--- src/rtl/cfg_pkg.sv ---
// ---------------------------------------------------------------------------
// cfg_pkg
// Shared definitions for the configuration stream loader: default geometry
// of the fabric configuration chain, the loader FSM state encoding and the
// words-per-column computation.
// No ports (package).
// ---------------------------------------------------------------------------
package cfg_pkg;

  localparam int CFG_HEIGHT_DEF = 40;  // column width in bits
  localparam int CFG_COLS_DEF   = 16;  // columns per bitstream
  localparam int WORD_W_DEF     = 32;  // input word width

  typedef enum logic [2:0] {
    ST_IDLE  = 3'd0,
    ST_FILL  = 3'd1,
    ST_SHIFT = 3'd2,
    ST_CHECK = 3'd3,
    ST_DONE  = 3'd4
  } state_t;

  // Words needed to cover one column: ceil(height / word_w).
  function automatic int calc_wpc(input int height, input int word_w);
    return (height + word_w - 1) / word_w;
  endfunction

endpackage

--- src/rtl/cfg_col_packer.sv ---
// ---------------------------------------------------------------------------
// cfg_col_packer
// Collects WPC input words into one CFG_HEIGHT-bit column. Word slot k lands
// at bits [k*WORD_W +: WORD_W]; bits past CFG_HEIGHT are dropped.
// Ports:
//   clk, rst  clock, asynchronous active-high reset
//   clear     restart the slot counter (new column / new load)
//   wr        store wdata into the current slot
//   wdata     configuration word
//   col_full  high when the word being written completes the column
//   col_data  packed column contents
// ---------------------------------------------------------------------------
module cfg_col_packer
  import cfg_pkg::*;
#(
  parameter int CFG_HEIGHT = CFG_HEIGHT_DEF,
  parameter int WORD_W     = WORD_W_DEF
) (
  input  logic                  clk,
  input  logic                  rst,
  input  logic                  clear,
  input  logic                  wr,
  input  logic [WORD_W-1:0]     wdata,
  output logic                  col_full,
  output logic [CFG_HEIGHT-1:0] col_data
);

  localparam int WPC   = calc_wpc(CFG_HEIGHT, WORD_W);
  localparam int CNT_W = $clog2(WPC) + 1;

  logic [CNT_W-1:0]      word_cnt;
  logic [CFG_HEIGHT-1:0] col_q;

  // NOTE: the column buffer is a plain register, not a RAM, so it takes the
  // async reset like any other flop and cdata starts from a known zero.
  always_ff @(posedge clk or posedge rst) begin
    if (rst) begin
      word_cnt <= '0;
      col_q    <= '0;
    end else if (clear) begin
      word_cnt <= '0;
    end else if (wr) begin
      word_cnt <= word_cnt + CNT_W'(1);
      // Only the bits that fall inside the column are stored.
      for (int b = 0; b < CFG_HEIGHT; b++) begin
        if (word_cnt == CNT_W'(b / WORD_W)) col_q[b] <= wdata[b % WORD_W];
      end
    end
  end

  assign col_full = wr && (word_cnt == CNT_W'(WPC - 1));
  assign col_data = col_q;

endmodule

--- src/rtl/cfg_stream_loader.sv ---
// ---------------------------------------------------------------------------
// cfg_stream_loader
// Feeds the fabric configuration chain from a valid/ready word stream. Words
// are packed into columns, each column is presented on cdata with a one-cycle
// shift strobe, and the fabric is held in reset until the full bitstream of
// CFG_COLS columns has been shifted in.
// Build option: define CFG_LOADER_CHECK_EN to require one trailing checksum
// word (XOR of all configuration words); a mismatch raises err and keeps the
// fabric in reset.
// Ports:
//   clk, rst    clock, asynchronous active-high reset
//   start       one-cycle pulse starting a load (ignored while busy)
//   in_valid    / in_data / in_ready   input word stream
//   shift       chain shift strobe, one cycle per column
//   cdata       column data, valid while shift=1, holds otherwise
//   fabric_rst  fabric reset, released only after a complete good load
//   busy        load in progress
//   done        bitstream loaded (level, until next start)
//   err         checksum mismatch (always 0 without CFG_LOADER_CHECK_EN)
// ---------------------------------------------------------------------------
module cfg_stream_loader
  import cfg_pkg::*;
#(
  parameter int CFG_HEIGHT = CFG_HEIGHT_DEF,
  parameter int CFG_COLS   = CFG_COLS_DEF,
  parameter int WORD_W     = WORD_W_DEF
) (
  input  logic                  clk,
  input  logic                  rst,
  input  logic                  start,
  input  logic                  in_valid,
  input  logic [WORD_W-1:0]     in_data,
  output logic                  in_ready,
  output logic                  shift,
  output logic [CFG_HEIGHT-1:0] cdata,
  output logic                  fabric_rst,
  output logic                  busy,
  output logic                  done,
  output logic                  err
);

  localparam int COL_W = $clog2(CFG_COLS) + 1;

  state_t                state, state_nxt;
  logic [COL_W-1:0]      col_cnt;
  logic [CFG_HEIGHT-1:0] cdata_q;
  logic [CFG_HEIGHT-1:0] col_data;
  logic                  col_full;
  logic                  launch;
  logic                  word_wr;
  logic                  last_col;
  logic                  err_q;

  // A start is honoured only when no load is running.
  assign launch   = start && (state == ST_IDLE || state == ST_DONE);
  assign word_wr  = in_valid && in_ready && (state == ST_FILL);
  assign last_col = (col_cnt == COL_W'(CFG_COLS - 1));

  cfg_col_packer #(
    .CFG_HEIGHT (CFG_HEIGHT),
    .WORD_W     (WORD_W)
  ) u_packer (
    .clk      (clk),
    .rst      (rst),
    .clear    (launch || (state == ST_SHIFT)),
    .wr       (word_wr),
    .wdata    (in_data),
    .col_full (col_full),
    .col_data (col_data)
  );

  // NOTE: state-holding flops use non-blocking assignments so every register
  // samples pre-edge values regardless of process evaluation order.
  always_ff @(posedge clk or posedge rst) begin
    if (rst) state <= ST_IDLE;
    else     state <= state_nxt;
  end

  // NOTE: every output of this block is given a default first, so no path
  // leaves a signal unassigned and no latch is inferred.
  always_comb begin
    state_nxt = state;
    in_ready  = 1'b0;
    shift     = 1'b0;
    busy      = 1'b0;
    done      = 1'b0;
    case (state)
      ST_IDLE: begin
        if (launch) state_nxt = ST_FILL;
      end
      ST_FILL: begin
        in_ready = 1'b1;
        busy     = 1'b1;
        if (col_full) state_nxt = ST_SHIFT;
      end
      ST_SHIFT: begin
        shift = 1'b1;
        busy  = 1'b1;
        if (last_col) begin
`ifdef CFG_LOADER_CHECK_EN
          state_nxt = ST_CHECK;
`else
          state_nxt = ST_DONE;
`endif
        end else begin
          state_nxt = ST_FILL;
        end
      end
`ifdef CFG_LOADER_CHECK_EN
      ST_CHECK: begin
        in_ready = 1'b1;
        busy     = 1'b1;
        if (in_valid) state_nxt = ST_DONE;
      end
`endif
      ST_DONE: begin
        done = 1'b1;
        if (launch) state_nxt = ST_FILL;
      end
      default: state_nxt = ST_IDLE;
    endcase
  end

  always_ff @(posedge clk or posedge rst) begin
    if (rst) begin
      col_cnt <= '0;
      cdata_q <= '0;
    end else if (launch) begin
      col_cnt <= '0;
    end else if (state == ST_SHIFT) begin
      col_cnt <= col_cnt + COL_W'(1);
      cdata_q <= col_data;
    end
  end

  // The live column is shown during SHIFT; afterwards the captured copy holds.
  assign cdata = (state == ST_SHIFT) ? col_data : cdata_q;

`ifdef CFG_LOADER_CHECK_EN
  logic [WORD_W-1:0] chk_q;

  always_ff @(posedge clk or posedge rst) begin
    if (rst) begin
      chk_q <= '0;
      err_q <= 1'b0;
    end else if (launch) begin
      chk_q <= '0;
      err_q <= 1'b0;
    end else begin
      if (word_wr) chk_q <= chk_q ^ in_data;
      if (state == ST_CHECK && in_valid) err_q <= (in_data != chk_q);
    end
  end
`else
  assign err_q = 1'b0;
`endif

  assign err        = err_q;
  // The fabric leaves reset only in DONE after a clean load.
  assign fabric_rst = !(state == ST_DONE && !err_q);

endmodule

--- config.mk ---
export PLATFORM = sky130hd
export DESIGN_NAME = cfg_stream_loader
export DESIGN_NICKNAME = d
export VERILOG_FILES = /design/src/rtl/cfg_pkg.sv /design/src/rtl/cfg_col_packer.sv /design/src/rtl/cfg_stream_loader.sv
export SDC_FILE = /design/constraint.sdc
export NUM_CORES = 1
export LEC_CHECK = 0
export CORE_ASPECT_RATIO = 0.8
export CORE_UTILIZATION = 52
export DETAILED_ROUTE_END_ITERATION = 12
export PLACE_DENSITY = 0.8
export REMOVE_ABC_BUFFERS = 1
export SYNTH_ARGS = -nofsm -noshare
export SYNTH_HDL_FRONTEND = slang
export SYNTH_SLANG_ARGS = --single-unit
--- constraint.sdc ---
create_clock -name clk -period 3.7 [get_ports clk]
set_clock_uncertainty 0.1 [all_clocks]
set_input_delay 0.74 -clock clk [delete_from_list [all_inputs] [get_ports clk]]
set_output_delay 0.74 -clock clk [all_outputs]
set_load 0.02 [all_outputs]
==> flow_summary.ini, run 1 <==
[outcome]
status = finished clean

[timing]
relSlewSlack = 0.520
setup_viol = 0
rsz0062_at_grt = false
fin_crit_ps = 3360
hold_violations = 0
setup_slack_ps = 343
fin_crit_sh = 0.907
fmax_ghz = 0.298
drv_slew = 0
worstMarginPinSlew_ps = 719

[cts]
clock_sinks = 90
cts_resized = 0
cts_setup_buffers = 0
cts-root-buf = clkbuf_8
cts_buffers = 9
clkLatencyLatePin_ps = 350
h-tree-depth = 3
hold_buffers = 0
cts_tree = done
clkTransAtPathRegs_ps = 80
clk_path_buf_depth = 2

[yosys]
synthFlopType = dfrtp_1
ys_ff_latch = 90
syn_area_mm2 = 0.00420
synth-warning-count = 0
synth_area_per_cell_um2 = 15.5
synth_edf_count = 0
synth_cell_type_count = 31
yosysTopAreaCell = dfrtp_1
yosys-top-cells-area = dfrtp_1, mux2_2, mux2_4
syn_inst = 272
async_reset_ff_frac = 1.00
seq_area_frac_synth = 0.536
synth_top_cell_area_share = 0.536

[pwr]
power.density_mw_per_mm2 = 845
ir_worst_vdd_uv = 459
power_w = 0.00441
p_leak_nw = 2.26

[run]
drv_cap = 0

[placed_design]
dpl-instance-area_mm2 = 0.00502
gp_congestion = 0.725
place.port_buffers = 80
pre_cts_ws_ps = 734
hpwlAfterDp_um = 4780

[die]
die_width_um = 103
die_y_um = 82.4
die_area_mm2 = 0.00845
rows = 28
initial_core_util = 0.553
io_pins = 82
core_mm2 = 0.00760

[worst_setup_path]
cp_data_required_time_ps = 2860
critPathCaptureType = output pin
crit_fanout = 72
arrival_ps = 2520
cp-start-kind = flip-flop
critPathKind = flip-flop to output pin

[cells_and_area]
area_delta_synth_final_pct = 24.2
utilization = 0.686
drive_gt1_frac = 0.397
diodes = 0
finalInstanceArea_mm2 = 0.00522
fin_nets = 389

[global_routing]
overflow = 0
track_usage = 0.187
grt_pass1_wl_um = 11800
grt_start_max_net_pins = 73
grt_pass1_vias = 2397
grt_antenna_before_repair = 0

[routing]
wl_per_cell_um = 15.8
antenna_left = 0
num_vias = 2291
first_iter_violations = 67
first_pass_iters = 4
drc = 0
drt-total-wl_um = 7260
via_per_inst = 5.00

[worst_hold_path]
hold_path.class = flip-flop to flip-flop
[synth_stat cells, drive strengths merged (2+ instances only)]
master  number
a22o         2
and3         3
buf         17
dfrtp       90
ha           4
inv          6
mux2       120
mux2i        3
nand2        3
nor2         6
nor3         2
nor3b        3
xnor2        3
[where the power goes]
group	total (W)	internal (W)	switching, W
Clock	0.000657	0.000327	0.000330
Sequential	0.00174	0.00144	0.000300
Combinational	0.00201	0.00121	0.000800
Total	0.00441	0.00298	0.00143
[worst max-delay path, stage by stage (launching register included)]
cell,delay (ps)
dfrtp_1,530
nor3b_4,300
buf_12,360
mux2_2,390
clkdlybuf4s50_1,550
[layout by cell type, fill, tap and decap left out, drive strengths merged]
master,count
nand2,3
buf,3
xnor2,3
or2,1
nor3,2
mux2i,3
and3,3
and4bb,1
nand2b,1
clkbuf,11
conb,1
nor2,6
a22o,2
nand4,1
a21oi,1
clkinvlp,3
bufinv,1
nor3b,3
dfrtp,90
nor4bb,1
o21ai,1
inv,5
clkinv,1
and2,1
nand3b,1
clkdlybuf4s50,80
ha,4
mux2,120
[flip-flops by register name, indices dropped and copies added, names as in the netlist]
name               flops
cdata_q               40
col_cnt                5
state                  3
u_packer.col_data     40
u_packer.word_cnt      2
[per-stage QoR]
| step | hold WS (ps) | TNS, ps | instances |
|---|---|---|---|
| finish | 397 | 0 | 458 |
| global route | 425 | 0 | 458 |
| CTS | 403 | 0 | 458 |
| detailed placement | 388 | 0 | 443 |
| global placement | 359 | 0 | 443 |
| floorplan | 338 | -131330 | 255 |
[cells by family after synthesis]
| family | Yosys count | synth area share |
|---|---|---|
| AO/OA/AOI/OAI | 4 | 0.00655 |
| XOR/XNOR | 3 | 0.00625 |
| adder cells (fa/ha/maj) | 4 | 0.0119 |
| buffers and inverters | 23 | 0.0447 |
| flip-flops | 90 | 0.536 |
| multiplexers | 123 | 0.355 |
| other | 1 | 0.000892 |
| AND/OR/NAND/NOR | 24 | 0.0384 |
[routing by layer]
| metal | share of wire | routed length, µm | track usage |
|---|---|---|---|
| met4 | 0.0080 | 58 | 0.0386 |
| met5 | 0 | 0 | 0 |
| met2 | 0.45 | 3280 | 0.298 |
| met3 | 0.055 | 397 | 0.0657 |
| met1 | 0.48 | 3520 | 0.249 |
[cell type report]
| class | instances | area [µm²] |
|---|---|---|
| multi-input cells | 159 | 1770 |
| clock inverters | 4 | 52.6 |
| flip-flops and latches | 90 | 2250 |
| repair buffers | 83 | 848 |
| well taps | 105 | 131 |
| inverters | 6 | 23.8 |
| clock buffers | 11 | 141 |
| fillers | 583 | 2380 |
[worst paths after layout]
path                       startpoint               endpoint  slack (ps)  cells after the start
setup / recovery             state[1]              cdata[11]         340                      4
setup reg to reg             state[0]  u_packer.col_data[30]        1610                      3
hold reg to reg            col_cnt[3]             col_cnt[3]         400                      1
max in group asynchronous         rst  u_packer.col_data[12]        2080                      3
min in group asynchronous         rst            cdata_q[34]         710                      2
hold / removal             col_cnt[3]             col_cnt[3]         400                      1
No activity file was read; power rests on OpenSTA's default activity.
==> run 2, diff against run 1 <==
--- a/config.mk
+++ b/config.mk
@@ -10,6 +10,7 @@
 export DETAILED_ROUTE_END_ITERATION = 12
 export PLACE_DENSITY = 0.8
 export REMOVE_ABC_BUFFERS = 1
+export SKIP_LAST_GASP = 1
 export SYNTH_ARGS = -nofsm -noshare
 export SYNTH_HDL_FRONTEND = slang
 export SYNTH_SLANG_ARGS = --single-unit
==> results of run 2 <==
The final DEF is identical to that of run 1; final timing and power are the same.
==> run 3, diff against run 2 <==
--- a/config.mk
+++ b/config.mk
@@ -8,8 +8,11 @@
 export CORE_ASPECT_RATIO = 0.8
 export CORE_UTILIZATION = 52
 export DETAILED_ROUTE_END_ITERATION = 12
+export HOLD_SLACK_MARGIN = 0.1
+export MAX_ROUTING_LAYER = met4
 export PLACE_DENSITY = 0.8
 export REMOVE_ABC_BUFFERS = 1
+export SETUP_SLACK_MARGIN = 0.05
 export SKIP_LAST_GASP = 1
 export SYNTH_ARGS = -nofsm -noshare
 export SYNTH_HDL_FRONTEND = slang
==> run 3 against run 2 <==
Effect of this change: first-iteration DRC count is 9.0% higher; non-clock buffer count unchanged; setup slack worse by 4.5 ps; sequential share of layout area unchanged; critical path type unchanged; sequential cell count did not move; largest power group unchanged; combinational power hardly changed; clock-buffer cell count stayed put; highest routed layer unchanged.
==> flow_summary.ini, run 3 (synthesized netlist as in run 1, its figures left out) <==
[cts]
clk_path_buf_depth = 2
cts-root-buf = clkbuf_8
clkTransAtPathRegs_ps = 80
cts_setup_buffers = 0
cts_buffers = 9
clkLatencyLatePin_ps = 350
h-tree-depth = 3
cts_resized = 0
cts_tree = done
hold_buffers = 0
clock_sinks = 90

[routing]
wl_met2_um = 3300
antenna_left = 0
num_vias = 2301
top_layer = met4
drc = 0
via_per_inst = 5.02
first_iter_violations = 73
wl_per_cell_um = 15.8
drt-total-wl_um = 7260
dr_wl_met3_um = 390
first_pass_iters = 4
drt-met1-wl_um = 3510

[die]
die_width_um = 103
die_area_mm2 = 0.00845
core_mm2 = 0.00760
io_pins = 82
die_y_um = 82.4
rows = 28
initial_core_util = 0.553

[worst_setup_path]
worstPathCellList = nor3b_4 -> buf_12 -> mux2_2 -> clkdlybuf4s50_1
arrival_ps = 2520
cp_data_required_time_ps = 2860
cpPeakStageDelay_ps = 550
cp-start-kind = flip-flop
critPathKind = flip-flop to output pin
crit_fanout = 72
crit_slowest_cell = clkdlybuf4s50_1
critPathCaptureType = output pin

[placed_design]
gp_congestion = 0.734
hpwlAfterDp_um = 4780
pre_cts_ws_ps = 734
place.port_buffers = 80

[worst_hold_path]
hold_path.class = flip-flop to flip-flop

[global_routing]
grt_start_max_net_pins = 73
grt_antenna_before_repair = 0
track_usage = 0.194
grt_pass1_wl_um = 11800
overflow = 0
grt_pass1_vias = 2397

[cells_and_area]
diodes = 0
utilization = 0.686
area_delta_synth_final_pct = 24.2
mostFrequentLayoutCells = dfrtp_1, mux2_2, clkdlybuf4s50_1
drive_gt1_frac = 0.397
fin_nets = 389
final_common_cell = dfrtp_1

[timing]
fin_crit_ps = 3360
tns_ps = 0
hold_violations = 0
setup_viol = 0
worstMarginPinSlew_ps = 720
rsz0062_at_grt = false
drv_slew = 0
setup_slack_ps = 338
relSlewSlack = 0.519
fin_crit_sh = 0.909
fmax_ghz = 0.297

[run]
drv_cap = 0

[pwr]
power.density_mw_per_mm2 = 844
ir_worst_vdd_uv = 459
p_leak_nw = 2.26

[outcome]
status = finished clean
==> run 3: stage by stage <==
step / total power [W] / instances / hold WS, ps / cell area, µm²
after floorplan: 0.00302 / 255 / 338 / 4040
after global placement: 0.00371 / 443 / 359 / 5020
after detailed placement: 0.00377 / 443 / 388 / 5020
after CTS: 0.00446 / 458 / 403 / 5220
after global routing: 0.00467 / 458 / 425 / 5220
final: 0.00441 / 458 / 396 / 5220
==> run 3: metal layers <==
metal / track usage / vias up
met5: - / -
met4: 0.0386 / 0
met3: 0.0665 / 6
met2: 0.299 / 58
met1: 0.249 / 1128
li1: - / 1109
==> run 3: final cells by class <==
class                   instances  area, µm²
fillers                       583       2380
multi-input cells             159       1770
inverters                       6       23.8
clock buffers                  11        141
flip-flops and latches         90       2250
well taps                     105        131
repair buffers                 83        848
clock inverters                 4       52.6
==> run 3: path summary, 6_finish.rpt <==
kind | from | end | slack (ps) | depth (start not counted)
max in group asynchronous | rst | u_packer.col_data[12] | 2080 | 3
min in group asynchronous | rst | cdata_q[36] | 700 | 2
min reg2reg | col_cnt[3] | col_cnt[3] | 400 | 1
max | state[1] | cdata[11] | 340 | 4
min | col_cnt[3] | col_cnt[3] | 400 | 1
max reg2reg | state[0] | u_packer.col_data[30] | 1610 | 3
==> run 3: report_power, final <==
part | leakage, nW | internal, W | switching (W)
sequential | 1.11 | 0.00144 | 0.000300
combinational | 1.06 | 0.00121 | 0.000799
clock | 0.0877 | 0.000327 | 0.000328
total | 2.26 | 0.00298 | 0.00143
==> run 3: worst max-delay path: cells and delay by family (launching register included) <==
kind / cells / cell delay (ps)
buf+inv: 2 / 910
flops: 1 / 530
mux: 1 / 390
simple gates: 1 / 310
